## src/rtl/aes_uart_sequencer_if.sv

```systemverilog
// UART-side byte handshake bundle for aes_uart_sequencer.
// master = sequencer side, slave = uart_rx/uart_tx side.
interface aes_uart_sequencer_if;
    logic [7:0] rx_data;
    logic       rx_valid;
    logic [7:0] tx_data;
    logic       tx_valid;
    logic       tx_ready;

    modport master (input rx_data, input rx_valid, input tx_ready,
                    output tx_data, output tx_valid);
    modport slave  (output rx_data, output rx_valid, output tx_ready,
                    input tx_data, input tx_valid);
endinterface

```

## src/rtl/aes_uart_sequencer.sv

```systemverilog
// Sequences a combinational AES-128 encrypter behind a UART byte stream.
// Optional inter-byte timeout enabled by defining AES_SEQ_TIMEOUT_EN.
module aes_uart_sequencer #(
    parameter int unsigned RELOAD_KEY     = 1,
    parameter int unsigned ENC_WAIT       = 4,
    parameter int unsigned TIMEOUT_CYCLES = 1000000
) (
    input  logic                 clk,
    input  logic                 rst_n,
    aes_uart_sequencer_if.master uart,
    output logic [0:127]         enc_clear_data,
    output logic [0:127]         enc_key,
    input  logic [0:127]         enc_data,
    output logic                 busy,
    output logic                 block_done,
    output logic                 rx_overrun
`ifdef AES_SEQ_TIMEOUT_EN
    ,
    output logic                 timeout
`endif
);

    localparam int unsigned BLK_W  = 128;
    localparam int unsigned CNT_W  = 4;
    localparam int unsigned WAIT_W = 8;

    typedef enum logic [1:0] {RX_KEY, RX_DATA, ENCRYPT, TX} state_t;

    state_t             state, state_d;
    logic [CNT_W-1:0]   byte_cnt, byte_cnt_d;
    logic [WAIT_W-1:0]  wait_cnt, wait_d;
    logic [0:BLK_W-1]   ct, ct_d, key_d, pt_d;
    logic [7:0]         tx_data_d;
    logic               tx_valid_d, block_done_d, overrun_d, busy_d;
    logic               key_loaded, key_loaded_d;
`ifdef AES_SEQ_TIMEOUT_EN
    localparam int unsigned IDLE_W = $clog2(TIMEOUT_CYCLES + 1);
    logic [IDLE_W-1:0]  idle_cnt, idle_d;
    logic               timeout_d;
`endif

    // State and all registered outputs
    always_ff @(posedge clk or negedge rst_n) begin
        if (!rst_n) begin
            state          <= RX_KEY;
            byte_cnt       <= '0;
            wait_cnt       <= '0;
            ct             <= '0;
            enc_key        <= '0;
            enc_clear_data <= '0;
            uart.tx_data   <= '0;
            uart.tx_valid  <= 1'b0;
            block_done     <= 1'b0;
            rx_overrun     <= 1'b0;
            busy           <= 1'b0;
            key_loaded     <= 1'b0;
`ifdef AES_SEQ_TIMEOUT_EN
            idle_cnt       <= '0;
            timeout        <= 1'b0;
`endif
        end else begin
            state          <= state_d;
            byte_cnt       <= byte_cnt_d;
            wait_cnt       <= wait_d;
            ct             <= ct_d;
            enc_key        <= key_d;
            enc_clear_data <= pt_d;
            uart.tx_data   <= tx_data_d;
            uart.tx_valid  <= tx_valid_d;
            block_done     <= block_done_d;
            rx_overrun     <= overrun_d;
            busy           <= busy_d;
            key_loaded     <= key_loaded_d;
`ifdef AES_SEQ_TIMEOUT_EN
            idle_cnt       <= idle_d;
            timeout        <= timeout_d;
`endif
        end
    end

    // Next-state and next-output logic
    always_comb begin
        state_d      = state;
        byte_cnt_d   = byte_cnt;
        wait_d       = wait_cnt;
        ct_d         = ct;
        key_d        = enc_key;
        pt_d         = enc_clear_data;
        tx_data_d    = uart.tx_data;
        tx_valid_d   = uart.tx_valid;
        block_done_d = 1'b0;
        overrun_d    = rx_overrun;
        key_loaded_d = key_loaded;
`ifdef AES_SEQ_TIMEOUT_EN
        idle_d       = '0;
        timeout_d    = 1'b0;
`endif

        case (state)
            RX_KEY: begin
                if (uart.rx_valid) begin
                    key_d[{byte_cnt, 3'b000} +: 8] = uart.rx_data;
                    byte_cnt_d = byte_cnt + 4'd1;
                    if (byte_cnt == 4'd15) begin
                        key_loaded_d = 1'b1;
                        state_d      = RX_DATA;
                    end
                end
            end
            RX_DATA: begin
                if (uart.rx_valid) begin
                    pt_d[{byte_cnt, 3'b000} +: 8] = uart.rx_data;
                    byte_cnt_d = byte_cnt + 4'd1;
                    if (byte_cnt == 4'd15) begin
                        wait_d  = WAIT_W'(ENC_WAIT - 1);
                        state_d = ENCRYPT;
                    end
                end
            end
            ENCRYPT: begin
                if (uart.rx_valid) overrun_d = 1'b1;
                if (wait_cnt == '0) begin
                    ct_d    = enc_data;
                    state_d = TX;
                end else begin
                    wait_d = wait_cnt - 8'd1;
                end
            end
            TX: begin
                if (uart.rx_valid) overrun_d = 1'b1;
                // First TX cycle only raises valid; the captured block is already in ct
                if (!uart.tx_valid) begin
                    tx_valid_d = 1'b1;
                    tx_data_d  = ct[0:7];
                end else if (uart.tx_ready) begin
                    if (byte_cnt == 4'd15) begin
                        tx_valid_d   = 1'b0;
                        block_done_d = 1'b1;
                        byte_cnt_d   = '0;
                        state_d      = (RELOAD_KEY != 0) ? RX_KEY : RX_DATA;
                    end else begin
                        byte_cnt_d = byte_cnt + 4'd1;
                        tx_data_d  = ct[{byte_cnt_d, 3'b000} +: 8];
                    end
                end
            end
            default: state_d = RX_KEY;
        endcase

`ifdef AES_SEQ_TIMEOUT_EN
        // Abandon a stalled partial frame; a partial key never counts as loaded
        if ((state == RX_KEY || state == RX_DATA) && byte_cnt != '0 && !uart.rx_valid) begin
            if (idle_cnt == IDLE_W'(TIMEOUT_CYCLES - 1)) begin
                timeout_d  = 1'b1;
                byte_cnt_d = '0;
                state_d    = (key_loaded && RELOAD_KEY == 0) ? RX_DATA : RX_KEY;
            end else begin
                idle_d = idle_cnt + 1'b1;
            end
        end
`endif

        busy_d = !((state_d == RX_KEY || state_d == RX_DATA) && byte_cnt_d == '0);
    end

endmodule

```

## src/flat_wrapper.sv

```systemverilog
// flat-port wrapper written by rule: the top's interface ports become plain ports
module aes_uart_sequencer_flat 
#(
    parameter int unsigned RELOAD_KEY     = 1,
    parameter int unsigned ENC_WAIT       = 4,
    parameter int unsigned TIMEOUT_CYCLES = 1000000
)
  (clk, rst_n, enc_clear_data, enc_key, enc_data, busy, block_done, rx_overrun, uart_rx_data, uart_rx_valid, uart_tx_ready, uart_tx_data, uart_tx_valid);
  aes_uart_sequencer_if uart_i ();
  input  logic clk;
  input  logic rst_n;
  output logic [0:127] enc_clear_data;
  output logic [0:127] enc_key;
  input  logic [0:127] enc_data;
  output logic busy;
  output logic block_done;
  output logic rx_overrun;
  input wire logic [$bits(uart_i.rx_data)-1:0] uart_rx_data;
  input wire logic [$bits(uart_i.rx_valid)-1:0] uart_rx_valid;
  input wire logic [$bits(uart_i.tx_ready)-1:0] uart_tx_ready;
  output wire logic [$bits(uart_i.tx_data)-1:0] uart_tx_data;
  output wire logic [$bits(uart_i.tx_valid)-1:0] uart_tx_valid;
  assign uart_i.rx_data = uart_rx_data;
  assign uart_i.rx_valid = uart_rx_valid;
  assign uart_i.tx_ready = uart_tx_ready;
  assign uart_tx_data = uart_i.tx_data;
  assign uart_tx_valid = uart_i.tx_valid;
  aes_uart_sequencer #(.RELOAD_KEY(RELOAD_KEY), .ENC_WAIT(ENC_WAIT), .TIMEOUT_CYCLES(TIMEOUT_CYCLES)) u_core (.clk(clk), .rst_n(rst_n), .uart(uart_i), .enc_clear_data(enc_clear_data), .enc_key(enc_key), .enc_data(enc_data), .busy(busy), .block_done(block_done), .rx_overrun(rx_overrun));
endmodule
```

## config.mk

```make
export PLATFORM = sky130hd
export DESIGN_NAME = aes_uart_sequencer_flat
export DESIGN_NICKNAME = d
export VERILOG_FILES = /design/src/rtl/aes_uart_sequencer_if.sv /design/src/rtl/aes_uart_sequencer.sv /design/src/flat_wrapper.sv
export SDC_FILE = /design/constraint.sdc
export NUM_CORES = 1
export LEC_CHECK = 0
export ABC_AREA = 1
export CAP_MARGIN = 10
export CELL_PAD_IN_SITES_DETAIL_PLACEMENT = 1
export CELL_PAD_IN_SITES_GLOBAL_PLACEMENT = 2
export CORE_ASPECT_RATIO = 0.7
export CORE_MARGIN = 2
export CORE_UTILIZATION = 30
export DETAILED_ROUTE_END_ITERATION = 16
export GPL_ROUTABILITY_DRIVEN = 0
export PLACE_DENSITY = 0.88
export SETUP_SLACK_MARGIN = 0.15
export SLEW_MARGIN = 20
export SYNTH_ARGS = -nofsm -noshare
export SYNTH_HDL_FRONTEND = slang
export SYNTH_SLANG_ARGS = --single-unit
```

## constraint.sdc

```tcl
create_clock -name clk -period 3.3 [get_ports clk]
set_clock_uncertainty 0.1 [all_clocks]
set_input_delay 0.495 -clock clk [delete_from_list [all_inputs] [get_ports clk]]
set_output_delay 0.495 -clock clk [all_outputs]
set_load 0.005 [all_outputs]
```

==> flow_summary.yaml <==
synth:
  synth.top_cell.area_share: 0.586
  yosysMostFrequentCell: "nand2_1"
  yosysUniqueCellTypes: 37
  yosysTopAreaCell: "dfrtp_1"
  ys_warn_count: 0
  synth_edf_count: 0
  syn_avg_cell_area_um2: 8.81
  synthArstFlopShare: 1.00
  synth_commonest_cells: "445 x nand2_1, 410 x dfrtp_1, 247 x o21ai_0"
  netlist_area_um2: 17500
  synthTopCellsByArea: "dfrtp_1 59%, nand2_1 9.5%, o21ai_0 7.1%"
  synth_nets: 2133
  synthesis.instances: 1986
  ys_ff_latch: 410
  yosys_most_used_dff: "dfrtp_1"
  yosysSeqAreaShare: 0.586
sta:
  fin_ws_ns: 0.750
  fmax_mhz: 392
  period_share: 0.773
  finalCriticalPeriod_ns: 2.55
  finalMaxSlewViolations: 0
  slew-limit-headroom: 0.280
  tightest_slew_ns: 1.08
  rsz0062_at_grt: "no"
  final_hold_viol_count: 0
  setup_tns_ns: 0
  setup_viol: 0
setup_path:
  start_kind: "register"
  regToRegSetupSlack_ns: 0.75
  crit_path_cell_trace: "buf_4 > o21ai_0 > nand2_1 > nand3_1 > nand3_1 > nand3_1 > nand2_1 > nand2_1"
  critPathMaxFanout: 96
  critPathSlowestCell: "buf_4"
  critPathRequiredTime_ns: 3.66
  criticalPathCategory: "reg -> reg"
  cp.arrival_ns: 2.91
  end_kind: "register"
  cp_slowest_stage_delay_ns: 0.80
grt:
  grt_max_degree: 110
  grt.overflow.total: 0
  first_global_vias: 15800
  grt_first_pass_wirelength_um: 96300
  grt_use_total: 0.209
  antenna_found_initial: 0
floorplan:
  dieArea_um2: 60300
  rows: 74
  core_um2: 58000
  initial_core_util: 0.302
  io-pin-count: 408
  die_w_um: 293
  dieHeight_um: 206
clock_network:
  post-cts-setup-buffers: 0
  clock_latency_ns: 0.59
  clk_path_buf_depth: 3
  cts-root-buf: "clkbuf_16"
  path_clk_slew_ns: 0.07
  cts_sinks: 410
  htreeDepth: 2
  cts_tree: "built"
  cts_made_buffers: 45
pwr:
  peakVddDrop_mv: 0.291
  clock_power_share: 0.484
  leakagePower_nw: 10.6
  p_comb_frac: 0.044
  internal_power_mw: 8.38
  p_per_area_nw_per_um2: 458
  switching_share: 0.229
  seq_power_share: 0.472
  switching_power_mw: 2.49
routing:
  drt-met1-wl_um: 29600
  drc: 0
  drt_iter0_drc: 907
  final_antenna_net_count: 0
  dr.pass1.iters: 5
  routed_wl_um: 63600
  wl_per_cell_um: 20.1
  met2_wirelength_um: 29100
  highest_layer: "met4"
  met3WireLength_um: 3680
  vias: 15200
  vias_per_cell: 4.80
flow_run:
  drv_cap: 0
placement:
  dp_hpwl_um: 46800
  placed_area_um2: 22200
  port_buffers: 407
  dpl_worst_slack_ns: 0.748
finish:
  nFillCells: 6684
  antenna_cells: 0
  final_area_um2: 23800
  area_delta_synth_final_pct: 35.9
  drive_gt1_frac: 0.0657
  fin_nets: 2517
status:
  status: "complete, no violations"
min_path:
  hp-class: "reg -> reg"
kinds of logic after synthesis:
logic type | synth area share
adder cells (fa/ha/maj) | 0.00501
AND/OR/NAND/NOR | 0.193
multiplexers | 0.0154
buffers and inverters | 0.0805
XOR/XNOR | 0.00200
AO/OA/AOI/OAI | 0.117
flip-flops | 0.586
what timing repair did:
item / CTS / global route
hold buffers: 1 / 0
gates resized for setup: 0 / 0
hold endpoints to repair: 71 / 0
worst max-delay path, delay by kind of cell (launching register included):
kind	cells	cell delay [ns]
buffers and inverters	1	0.80
AND/OR/NAND/NOR	6	0.56
flip-flops	1	0.46
AO/OA/AOI/OAI	1	0.41
stage by stage:
stage	total power [mW]	cells	hold WS, ns	utilization
final	10.9	3165	0.384	0.410
after floorplan	5.34	1986	0.0994	-
after global routing	11.3	3165	0.373	0.410
after CTS	11.0	3165	0.350	0.410
after detailed placement	5.71	3082	0.373	0.384
after global placement	5.70	3082	0.366	0.384
routing by layer:
metal,GRT usage,up-vias
li1,-,7099
met1,0.294,7595
met2,0.331,429
met3,0.0399,78
met4,0.0513,0
met5,0,-
worst paths after layout:
check	start	endpoint	depth (start not counted)
hold / removal	u_core.enc_key[49]	u_core.enc_key[49]	2
setup / recovery	u_core.byte_cnt[0]	u_core.uart.tx_data[3]	8
min in group asynchronous	rst_n	u_core.enc_clear_data[104]	2
hold reg to reg	u_core.enc_key[49]	u_core.enc_key[49]	2
setup reg to reg	u_core.byte_cnt[0]	u_core.uart.tx_data[3]	8
max in group asynchronous	rst_n	u_core.byte_cnt[2]	3
layout make-up:
type,count,area [um^2],area share
clock buffers,59,1240,0.0521
clock inverters,23,288,0.0121
inverters,230,863,0.0363
multi-input cells,1248,5840,0.245
flip-flops and latches,410,10300,0.432
well taps,760,951,0.0400
repair buffers,435,4330,0.182
placed cells by master (no fill, tap or decap), types with 24 or more instances in the layout:
cell             synthesis  routed
nand2_1                445     445
dfrtp_1                410     408
clkdlybuf4s50_1          0     406
o21ai_0                247     247
inv_1                  215     215
nor2_1                 188     188
a21oi_1                122     122
nand3_1                117     117
clkbuf_16                0      45
nor3_1                  40      40
buf_4                    9      24
registers in the layout, indices dropped and copies added (netlist names):
| register | flops |
|---|---|
| u_core.enc_key | 128 |
| u_core.uart.tx_valid | 1 |
| u_core.ct | 128 |
| u_core.rx_overrun | 1 |
| u_core.block_done | 1 |
| u_core.state | 2 |
| u_core.wait_cnt | 8 |
| u_core.byte_cnt | 4 |
| u_core.uart.tx_data | 8 |
| u_core.enc_clear_data | 128 |
| u_core.busy | 1 |
power groups by stage:
stage	registers (mW)	clock network (mW)	logic (mW)
2_1_floorplan	5.22	0	0.126
3_3_place_gp	5.22	0	0.475
3_5_place_dp	5.23	0	0.487
4_1_cts	5.13	5.39	0.492
5_1_grt	5.14	5.63	0.536
6_report	5.13	5.26	0.481
(Power assumes the default switching activity.)
